==> src/rtl/fifo_arb_pkg.sv <==
// Shared types and defaults for the round-robin FIFO write arbiter.
package fifo_arb_pkg;

    typedef enum logic {
        IDLE = 1'b0,
        BUSY = 1'b1
    } arb_state_e;

    localparam int DEF_NUM_REQ   = 4;
    localparam int DEF_BURST_LEN = 4;

endpackage

==> src/rtl/fifo_wr_arbiter_rr_pick.sv <==
// Combinational round-robin picker: first set request at or after ptr, wrapping.
module rr_pick #(
    parameter int N  = 4,
    parameter int IW = $clog2(N)
) (
    input  logic [N-1:0]  req,
    input  logic [IW-1:0] ptr,
    output logic          found,
    output logic [IW-1:0] index
);

    logic [2*N-1:0] dbl;
    logic [N-1:0]   rot;
    logic [IW:0]    sum;

    // Rotate so bit k of rot is request (ptr + k) mod N; scan from the top so the lowest k wins.
    always_comb begin
        dbl   = {req, req} >> ptr;
        rot   = dbl[N-1:0];
        found = 1'b0;
        index = '0;
        sum   = '0;
        for (int k = N - 1; k >= 0; k--) begin
            if (rot[k]) begin
                found = 1'b1;
                sum   = {1'b0, ptr} + (IW+1)'(k);
                if (sum >= (IW+1)'(N)) begin
                    sum = sum - (IW+1)'(N);
                end
                index = sum[IW-1:0];
            end
        end
    end

endmodule

==> src/rtl/fifo_wr_arbiter.sv <==
// Grants one requester at a time bounded write bursts into a FIFO, round-robin,
// with a one-cycle arbitration bubble between bursts.
module fifo_wr_arbiter
    import fifo_arb_pkg::*;
#(
    parameter int FIFO_WIDTH = 8,
    parameter int NUM_REQ    = DEF_NUM_REQ,
    parameter int BURST_LEN  = DEF_BURST_LEN
) (
    input  logic                          clk,
    input  logic                          rstN,
    input  logic [NUM_REQ-1:0]            req_valid,
    input  logic [NUM_REQ*FIFO_WIDTH-1:0] req_data,
    output logic [NUM_REQ-1:0]            req_ready,
    input  logic                          fifo_full,
    output logic                          fifo_wr_en,
    output logic [FIFO_WIDTH-1:0]         fifo_data_in,
    output logic                          grant_valid,
    output logic [$clog2(NUM_REQ)-1:0]    grant_id
);

    localparam int ID_W  = $clog2(NUM_REQ);
    localparam int CNT_W = $clog2(BURST_LEN + 1);

    arb_state_e       state_q, state_d;
    logic [ID_W-1:0]  owner_q, owner_d;
    logic [ID_W-1:0]  rr_ptr_q, rr_ptr_d;
    logic [CNT_W-1:0] beat_cnt_q, beat_cnt_d;

    logic                  pick_found;
    logic [ID_W-1:0]       pick_idx;
    logic                  owner_valid;
    logic [FIFO_WIDTH-1:0] owner_data;
    logic                  accept;
    logic [ID_W-1:0]       next_ptr;

    rr_pick #(
        .N  (NUM_REQ),
        .IW (ID_W)
    ) u_rr_pick (
        .req   (req_valid),
        .ptr   (rr_ptr_q),
        .found (pick_found),
        .index (pick_idx)
    );

    always_comb begin
        owner_valid = 1'b0;
        owner_data  = '0;
        for (int i = 0; i < NUM_REQ; i++) begin
            if (owner_q == ID_W'(i)) begin
                owner_valid = req_valid[i];
                owner_data  = req_data[i*FIFO_WIDTH +: FIFO_WIDTH];
            end
        end
    end

    assign next_ptr = (owner_q == ID_W'(NUM_REQ - 1)) ? '0 : owner_q + ID_W'(1);

    // A stalled beat keeps both the grant and the count; a dropped valid ends the burst.
    always_comb begin
        state_d      = state_q;
        owner_d      = owner_q;
        beat_cnt_d   = beat_cnt_q;
        rr_ptr_d     = rr_ptr_q;
        accept       = 1'b0;
        req_ready    = '0;
        fifo_wr_en   = 1'b0;
        fifo_data_in = '0;
        grant_valid  = 1'b0;
        grant_id     = '0;
        case (state_q)
            IDLE: begin
                if (pick_found) begin
                    state_d    = BUSY;
                    owner_d    = pick_idx;
                    beat_cnt_d = '0;
                end
            end
            BUSY: begin
                accept       = owner_valid && !fifo_full;
                grant_valid  = 1'b1;
                grant_id     = owner_q;
                fifo_wr_en   = accept;
                fifo_data_in = owner_data;
                for (int i = 0; i < NUM_REQ; i++) begin
                    req_ready[i] = accept && (owner_q == ID_W'(i));
                end
                if (accept) begin
                    beat_cnt_d = beat_cnt_q + CNT_W'(1);
                end
                if ((accept && beat_cnt_q == CNT_W'(BURST_LEN - 1)) || !owner_valid) begin
                    state_d  = IDLE;
                    rr_ptr_d = next_ptr;
                end
            end
            default: state_d = IDLE;
        endcase
    end

    always_ff @(posedge clk or negedge rstN) begin
        if (!rstN) begin
            state_q    <= IDLE;
            owner_q    <= '0;
            rr_ptr_q   <= '0;
            beat_cnt_q <= '0;
        end else begin
            state_q    <= state_d;
            owner_q    <= owner_d;
            rr_ptr_q   <= rr_ptr_d;
            beat_cnt_q <= beat_cnt_d;
        end
    end

endmodule

==> config.mk <==
export PLATFORM = sky130hd
export DESIGN_NAME = fifo_wr_arbiter
export DESIGN_NICKNAME = d
export VERILOG_FILES = /design/src/rtl/fifo_arb_pkg.sv /design/src/rtl/fifo_wr_arbiter_rr_pick.sv /design/src/rtl/fifo_wr_arbiter.sv
export SDC_FILE = /design/constraint.sdc
export NUM_CORES = 1
export LEC_CHECK = 0
export BUFFER_PORTS_ARGS = -buffer_cell sky130_fd_sc_hd__buf_2
export CORE_MARGIN = 1.5
export CORE_UTILIZATION = 40
export CTS_BUF_LIST = sky130_fd_sc_hd__clkbuf_16
export DETAILED_ROUTE_END_ITERATION = 16
export PLACE_DENSITY_LB_ADDON = 0.12
export REMOVE_ABC_BUFFERS = 1
export SYNTH_ARGS = -nofsm -noshare
export SYNTH_HDL_FRONTEND = slang
export SYNTH_HIERARCHICAL = 1
export SYNTH_SLANG_ARGS = --single-unit
==> constraint.sdc <==
create_clock -name clk -period 2.2 [get_ports clk]
set_input_delay 0.55 -clock clk [delete_from_list [all_inputs] [get_ports clk]]
set_output_delay 0.55 -clock clk [all_outputs]
set_load 0.03 [all_outputs]
==> results.sh, run 1 <==
export IMPL_status="finished with violations"
export IMPL_violations="negative setup slack"
export IMPL_gp_congestion=0.804
export IMPL_synthesis_area_um2=903
export IMPL_crit_type="register to output pin"
export IMPL_die_w_um=50.5
export IMPL_wirelength_um=2970
export IMPL_clk_pin_slew_worst_paths_ns=0.04
export IMPL_clock_path_buffers=2
export IMPL_timing_hold_ws_ns=0.152
export IMPL_cts_max_level=1
export IMPL_diodes=0
export IMPL_max_slew_margin_pct=71.2
export IMPL_cts_tree="yes"
export IMPL_layout_area_overhead_vs_synth_pct=75.3
export IMPL_start_util_pct=41.6
export IMPL_layout_common_cells="buf_2 (42), buf_4 (23), inv_1 (16), nand2_1 (13), a21oi_1 (12)"
export IMPL_finalMaxSlewViolations=0
export IMPL_grt_max_degree=13
export IMPL_wl_per_cell_um=13.2
export IMPL_slowest_delay_ns=0.46
export IMPL_hpwl_um=2000
export IMPL_first_pass_iters=4
export IMPL_clock_sinks=8
export IMPL_drive_gt1_share_pct=52.3
export IMPL_coreArea_um2=2170
export IMPL_skew_ns=0.00305
export IMPL_num_fill_cells=175
export IMPL_die_h_um=50.5
export IMPL_antenna_found_initial=0
export IMPL_pin_count=55
export IMPL_min_path_type="input port to asynchronous set/reset pin"
export IMPL_portBuffers=54
export IMPL_synth_distinct_cells=29
export IMPL_rsz0062_at_grt="true"
export IMPL_timing_final_ws_setup_ns=-0.166
export IMPL_num_nets_final=244
export IMPL_grt_use_total_pct=23.4
export IMPL_syn_avg_cell_area_um2=7.23
export IMPL_cp_data_arrival_time_ns=1.82
export IMPL_p_per_area_nw_per_um2=1620
export IMPL_end_kind="output pin"
export IMPL_yosys_warnings=6
export IMPL_postSynthCellCount=125
export IMPL_path_cells="ha_2 > buf_4 > o21a_1 > nor3_4 > and2_1 > buf_6"
export IMPL_ir_drop_uv=1170
export IMPL_p_total_uw=2570
export IMPL_finalCriticalPeriod_ns=2.37
export IMPL_grt_pass1_vias=1092
export IMPL_placed_cells=212
export IMPL_seq_area_frac_synth_pct=22.2
export IMPL_slowest_stage="dfrtp_2"
export IMPL_p_leak_uw=0.000816
export IMPL_cts_hold_buf=0
export IMPL_cp_required_ns=1.65
export IMPL_min_period_over_period_pct=108
export IMPL_max_slew_worst_pin_slew_ns=0.431
export IMPL_die_area_um2=2550
export IMPL_route_detailed_drc=0
export IMPL_post_route_util_pct=73.0
export IMPL_start_kind="register"
export IMPL_fmax_ghz=0.423
export IMPL_final_antenna_net_count=0
export IMPL_num_rows=17
export IMPL_layout_cells_non_filler=225
export IMPL_synth_seq_cells=8
export IMPL_grt_pass1_wl_um=4500
export IMPL_crit_fanout=6
export IMPL_vias=1168
export IMPL_viasPerCell=5.19
export IMPL_finalSetupViolations=11
export IMPL_final_common_cell="buf_2"
export IMPL_drtIter0Drc=27
export IMPL_clk_latency_ns=0.23
export IMPL_clockRootBuffer="clkbuf_16"
export IMPL_hold_violations=0
export IMPL_max_cap_violations=0
export IMPL_grt_overflow_total=0
export IMPL_numCtsBuffers=3
export IMPL_setup_tns_ns=-1.26
## state kept, by name, summed over array words and instances (netlist names)
name,flops
state_q,1
rr_ptr_q,2
owner_q,2
beat_cnt_q,3
## final cells by class
class | instances | area [um2] | area share, %
multi-input combinational | 92 | 691 | 43.6
timing repair buffer | 76 | 510 | 32.2
sequential | 8 | 203 | 12.8
clock buffer | 3 | 75.1 | 4.74
inverter | 18 | 70.1 | 4.42
tap | 28 | 35.0 | 2.21
## per-stage QoR
step | setup WS [ns] | instance area (um2)
floorplan | -0.365 | 873
global placement | 0.0136 | 1270
detailed placement | -0.0331 | 1270
CTS | -0.129 | 1550
global route | -0.261 | 1580
finish | -0.166 | 1580
## final timing paths
| check | cells past startpoint | endpoint | slack, ns | start |
|---|---|---|---|---|
| max | 6 | req_ready[0] | -0.17 | owner_q[0] |
| min | 1 | rr_ptr_q[0] | 0.15 | rstN |
| max reg2reg | 7 | rr_ptr_q[1] | 0.28 | owner_q[1] |
| min reg2reg | 1 | beat_cnt_q[0] | 0.49 | beat_cnt_q[0] |
| max in group asynchronous | 1 | owner_q[0] | 1.87 | rstN |
| min in group clk | 1 | beat_cnt_q[0] | 0.49 | beat_cnt_q[0] |
## synth_stat cells
master | count | area, um2
a21oi_1 | 18 | 90.1
inv_1 | 18 | 67.6
nand2_1 | 13 | 48.8
nor2_1 | 11 | 41.3
dfrtp_1 | 8 | 200
o21ai_0 | 7 | 35.0
a22oi_1 | 6 | 45.0
ha_1 | 6 | 75.1
a211o_1 | 3 | 26.3
and2_1 | 3 | 18.8
buf_2 | 3 | 15.0
clkbuf_1 | 3 | 11.3
mux2i_1 | 3 | 30.0
a21oi_2 | 2 | 17.5
a221o_1 | 2 | 20.0
a221oi_1 | 2 | 17.5
mux2_1 | 2 | 22.5
mux2_2 | 2 | 22.5
nand2b_1 | 2 | 12.5
nor2b_1 | 2 | 12.5
buf_1 | 1 | 3.75
nand3_1 | 1 | 5.00
nor2b_4 | 1 | 13.8
nor3_1 | 1 | 5.00
nor3_4 | 1 | 16.3
o21a_1 | 1 | 7.51
o21ai_1 | 1 | 5.00
o221ai_1 | 1 | 8.76
o41ai_1 | 1 | 8.76
## worst max-delay path: cells and delay by family (launching register included)
family / cells / cell delay [ns]
AOI/OAI and AO/OA: 1 / 0.22
adders and majority gates: 1 / 0.25
buffers and inverters: 2 / 0.30
DFF: 1 / 0.46
and+or+nand+nor: 2 / 0.36
## what timing repair did
action | 4_1_cts | 5_1_grt
endpoints found under the setup margin | 12 | 12
buffers inserted | 7 | 3
gates cloned | 0 | 0
pin swaps | 11 | 5
resized for setup | 47 | 7
endpoints found under the hold margin | 0 | 0
## metal layers
layer	up-vias	GRT usage (%)	part of all wire (%)
li1	577	-	-
met1	529	23.4	38
met2	54	45.8	54
met3	8	3.27	6.3
met4	0	12.2	1.2
met5	-	0	0
## report_power, final
| group | internal [uW] | switching [uW] | total [uW] |
|---|---|---|---|
| Sequential | 215 | 76.3 | 291 |
| Combinational | 927 | 1040 | 1970 |
| Clock | 234 | 68.4 | 302 |
## kinds of logic after synthesis
kind of cell | synth area share (%)
multiplexers | 8.31
AND/OR/NAND/NOR | 19.3
buffers and inverters | 10.8
adder cells (fa/ha/maj) | 8.31
flip-flops | 22.2
AO/OA/AOI/OAI | 31.2
(Power assumes the default switching activity.)
==> run 2: changes to the inputs <==
CORE_UTILIZATION = 43   (was 40)
==> results.sh, run 2 (same netlist as run 1, synthesis figures left out) <==
export IMPL_p_leak_uw=0.000752
export IMPL_placedInstanceArea_um2=1240
export IMPL_path_delay_family="compound AO/OA/AOI/OAI gates"
export IMPL_regToRegSetupSlack_ns=0.35
export IMPL_end_kind="output pin"
export IMPL_route_detailed_drc=0
export IMPL_design_area_um2=1480
export IMPL_vias=1104
export IMPL_max_cap_violations=0
export IMPL_min_path_type="input port to asynchronous set/reset pin"
export IMPL_pin_count=55
export IMPL_skew_ns=0.000684
export IMPL_hold_violations=0
export IMPL_use_met1_pct=26.0
export IMPL_layout_area_overhead_vs_synth_pct=64.0
export IMPL_violations="negative setup slack"
export IMPL_placed_cells=207
export IMPL_clk_pin_slew_worst_paths_ns=0.03
export IMPL_wirelength_um=2830
export IMPL_status="finished with violations"
export IMPL_viasPerCell=5.18
export IMPL_num_nets_final=233
export IMPL_largest_register_ffs=3
export IMPL_die_area_um2=2380
export IMPL_finalSetupViolations=7
export IMPL_min_period_over_period_pct=108
export IMPL_fmax_ghz=0.421
export IMPL_finalMaxSlewViolations=0
export IMPL_antenna_found_initial=0
export IMPL_critPathBufInv=2
export IMPL_wl_per_cell_um=13.3
export IMPL_max_slew_margin_pct=73.6
export IMPL_top_regs="beat_cnt_q: 3 flops, owner_q: 2 flops, rr_ptr_q: 2 flops"
export IMPL_clockRootBuffer="clkbuf_16"
export IMPL_path_cells="inv_4 > ha_4 > nor2b_4 > a221oi_1 > a211o_1 > a21oi_2 > buf_4"
export IMPL_timing_final_ws_setup_ns=-0.176
export IMPL_die_w_um=48.8
export IMPL_cts_tree="yes"
export IMPL_grt_use_total_pct=23.1
export IMPL_ff2ff_path_depth=8
export IMPL_layout_common_cells="buf_2 (42), inv_1 (16), buf_4 (16), nand2_1 (13), a21oi_1 (12)"
export IMPL_portBuffers=54
export IMPL_max_slew_worst_pin_slew_ns=0.396
export IMPL_cp_depth=7
export IMPL_final_common_cell="buf_2"
export IMPL_seq_area_um2=203
export IMPL_cp_data_arrival_time_ns=1.83
export IMPL_crit_fanout=4
export IMPL_timing_hold_ws_ns=0.155
export IMPL_crit_type="register to output pin"
export IMPL_slowest_delay_ns=0.46
export IMPL_p_per_area_nw_per_um2=1620
export IMPL_cp_required_ns=1.65
export IMPL_grt_pass1_wl_um=4410
export IMPL_clk_latency_ns=0.23
export IMPL_ir_drop_uv=1060
export IMPL_gp_congestion=0.731
export IMPL_regMostFlops="beat_cnt_q"
export IMPL_layout_cells_non_filler=213
export IMPL_coreArea_um2=1960
export IMPL_finalCriticalPeriod_ns=2.38
export IMPL_use_met2_pct=45.2
export IMPL_multi_input_area_um2=688
export IMPL_drive_gt1_share_pct=48.9
export IMPL_diodes=0
export IMPL_clock_sinks=8
export IMPL_num_rows=16
export IMPL_die_h_um=48.8
export IMPL_cts_max_level=1
export IMPL_busiest_layer="met2"
export IMPL_start_util_pct=46.0
export IMPL_start_kind="register"
export IMPL_grt_pass1_vias=1068
export IMPL_slowest_stage="dfrtp_2"
export IMPL_rsz0062_at_grt="true"
export IMPL_first_pass_iters=4
export IMPL_grt_overflow_total=0
export IMPL_hpwl_um=2020
export IMPL_clock_path_buffers=2
export IMPL_numCtsBuffers=3
export IMPL_grt_max_degree=13
export IMPL_final_antenna_net_count=0
export IMPL_drtIter0Drc=21
export IMPL_num_fill_cells=167
export IMPL_grt_util_met3_pct=2.45
run 2: final cells by class:
class	instances	area share, %
Inverter	18	4.90
Clock buffer	3	5.07
Timing Repair Buffer	65	27.6
Multi-Input combinational cell	92	46.5
Tap cell	27	2.28
Sequential cell	8	13.7
run 2: repair_timing:
item / 4_1_cts / 5_1_grt
hold endpoints to repair: 0 / 0
endpoints found under the setup margin: 12 / 12
resized for setup: 27 / 19
hold buffers: 0 / 0
pin swaps: 2 / 7
setup buffers: 3 / 0
run 2: final timing paths:
path / start / end
hold reg to reg: beat_cnt_q[0] / beat_cnt_q[0]
hold / removal: rstN / rr_ptr_q[0]
setup reg to reg: owner_q[0] / beat_cnt_q[1]
min in group clk: beat_cnt_q[0] / beat_cnt_q[0]
max in group asynchronous: rstN / owner_q[0]
setup / recovery: owner_q[0] / fifo_data_in[7]
run 2: report_power, final:
| part | internal [uW] | switching (uW) | total (uW) |
|---|---|---|---|
| registers | 215 | 82.6 | 298 |
| clock network | 234 | 66.9 | 301 |
| logic | 794 | 1010 | 1810 |
| total | 1240 | 1160 | 2410 |
run 2: per-stage QoR:
stage | setup WS [ns] | util (%) | power (uW) | setup TNS (ns)
CTS | -0.144 | 71.8 | 2260 | -0.753
finish | -0.176 | 75.5 | 2410 | -0.881
detailed placement | -0.00956 | 63.1 | 1760 | -0.0214
global route | -0.225 | 75.5 | 2570 | -1.55
global placement | 0.0596 | 63.1 | 1720 | 0
floorplan | -0.365 | - | 1320 | -1.47
run 2: metal layers:
layer	share of wire (%)	vias to the layer above
li1	-	557
met4	0.99	0
met2	54	44
met5	0	-
met1	40	498
met3	5.8	5
==> run 3: changes to the inputs <==
--- a/constraint.sdc
+++ b/constraint.sdc
@@ -3,2 +3,2 @@
 set_output_delay 0.55 -clock clk [all_outputs]
-set_load 0.03 [all_outputs]
+set_load 0.1 [all_outputs]
==> results.sh, run 3 (same netlist as run 1, synthesis figures left out) <==
export IMPL_grt_pass1_vias=1169
export IMPL_start_kind="register"
export IMPL_die_w_um=48.8
export IMPL_critPathBufInv=4
export IMPL_numCtsBuffers=3
export IMPL_clock_sinks=8
export IMPL_num_nets_final=243
export IMPL_grt_use_total_pct=27.0
export IMPL_layout_common_cells="buf_2 (41), buf_4 (20), inv_1 (16), a21oi_1 (14)"
export IMPL_finalCriticalPeriod_ns=2.45
export IMPL_pin_count=55
export IMPL_grt_max_degree=13
export IMPL_wirelength_um=3310
export IMPL_cts_max_level=1
export IMPL_start_util_pct=46.0
export IMPL_slowest_stage="dfrtp_1"
export IMPL_hpwl_um=2160
export IMPL_crit_type="register to output pin"
export IMPL_regMostFlops="beat_cnt_q"
export IMPL_regToRegSetupSlack_ns=0.28
export IMPL_max_slew_worst_pin_slew_ns=0.490
export IMPL_cp_required_ns=1.65
export IMPL_violations="negative setup slack"
export IMPL_final_common_cell="buf_2"
export IMPL_r2r_start="owner_q[0]"
export IMPL_diodes=0
export IMPL_gp_congestion=0.795
export IMPL_die_area_um2=2380
export IMPL_cts_hold_buf=0
export IMPL_path_cells="buf_4 > ha_4 > buf_4 > buf_4 > a21oi_2 > o21ai_1 > a22oi_1 > nor2_2 > buf_12"
export IMPL_skew_ns=0.000406
export IMPL_layout_cells_non_filler=223
export IMPL_finalSetupViolations=12
export IMPL_min_period_over_period_pct=111
export IMPL_drive_gt1_share_pct=53.1
export IMPL_antenna_found_initial=0
export IMPL_grt_pass1_wl_um=5040
export IMPL_slowest_delay_ns=0.41
export IMPL_wl_per_cell_um=14.8
export IMPL_cts_tree="yes"
export IMPL_layout_area_overhead_vs_synth_pct=91.0
export IMPL_hold_violations=0
export IMPL_final_antenna_net_count=0
export IMPL_min_path_type="input port to asynchronous set/reset pin"
export IMPL_timing_final_ws_setup_ns=-0.246
export IMPL_placed_cells=210
export IMPL_max_cap_violations=0
export IMPL_num_rows=16
export IMPL_finalMaxSlewViolations=0
export IMPL_drtIter0Drc=28
export IMPL_viasPerCell=5.44
export IMPL_clock_path_buffers=2
export IMPL_first_pass_iters=4
export IMPL_clk_pin_slew_worst_paths_ns=0.04
export IMPL_crit_fanout=5
export IMPL_cp_data_arrival_time_ns=1.90
export IMPL_rsz0062_at_grt="true"
export IMPL_path_delay_family="buffers and inverters"
export IMPL_max_slew_margin_pct=67.6
export IMPL_portBuffers=54
export IMPL_top_regs="beat_cnt_q: 3 flops, owner_q: 2 flops, rr_ptr_q: 2 flops"
export IMPL_coreArea_um2=1960
export IMPL_grt_overflow_total=0
export IMPL_fmax_ghz=0.409
export IMPL_ff2ff_path_depth=9
export IMPL_r2r_end="beat_cnt_q[0]"
export IMPL_status="finished with violations"
export IMPL_clockRootBuffer="clkbuf_16"
export IMPL_end_kind="output pin"
export IMPL_route_detailed_drc=0
export IMPL_clk_latency_ns=0.23
export IMPL_cp_common_cell="buf_4"
export IMPL_vias=1213
export IMPL_largest_register_ffs=3
export IMPL_die_h_um=48.8
## run 3: final cells by class
type	count	area, um2
inverter	18	70.1
multi-input combinational	92	718
timing repair buffer	75	627
clock buffer	3	75.1
tap	27	33.8
sequential	8	201
fill	107	236
## run 3: what timing repair did
action,4_1_cts,5_1_grt
cloned,0,0
endpoints found under the setup margin,12,12
buffers inserted,9,2
gates resized for setup,28,6
pin swaps,18,12
## run 3: metal layers
layer | vias up | GRT usage [%] | wire length [um]
li1 | 572 | - | -
met1 | 564 | 27.6 | 1200
met2 | 62 | 51.8 | 1770
met3 | 15 | 5.52 | 218
met4 | 0 | 12.4 | 115
met5 | - | 0 | 0
## run 3: how the worst max path moves through the flow
stage	slack, ns	cells after the start	from	to
floorplan	-1.35	3	state_q	req_ready[0]
global placement	-0.03	7	owner_q[0]	req_ready[0]
detailed placement	-0.08	7	owner_q[1]	fifo_data_in[7]
CTS	-0.22	6	owner_q[1]	req_ready[2]
global route	-0.28	7	owner_q[0]	req_ready[2]
finish	-0.25	9	owner_q[0]	fifo_data_in[1]
## run 3: worst reg2reg max path: cells and delay by family, from the launching register on
family          cells  cell delay [ns]
mux                 1             0.12
flops               1             0.41
buf+inv             4             0.55
compound gates      2             0.49
simple gates        1             0.07
fa+ha+maj           1             0.17
## run 3: per-stage QoR
step | setup WS (ns) | setup TNS (ns) | util [%] | instance area [um2] | hold WS (ns)
6_report | -0.246 | -2.07 | 87.9 | 1730 | 0.154
5_1_grt | -0.279 | -2.89 | 87.9 | 1730 | 0.169
4_1_cts | -0.222 | -1.94 | 86.0 | 1690 | 0.158
3_5_place_dp | -0.0836 | -0.453 | 74.2 | 1460 | 0.397
3_3_place_gp | -0.0264 | -0.126 | 74.2 | 1460 | 0.392
2_1_floorplan | -1.35 | -16.28 | - | 873 | 0.254
Power of run 3 is not shown: default switching activity piles up to over one toggle a cycle in this logic, so the estimate is an artifact.
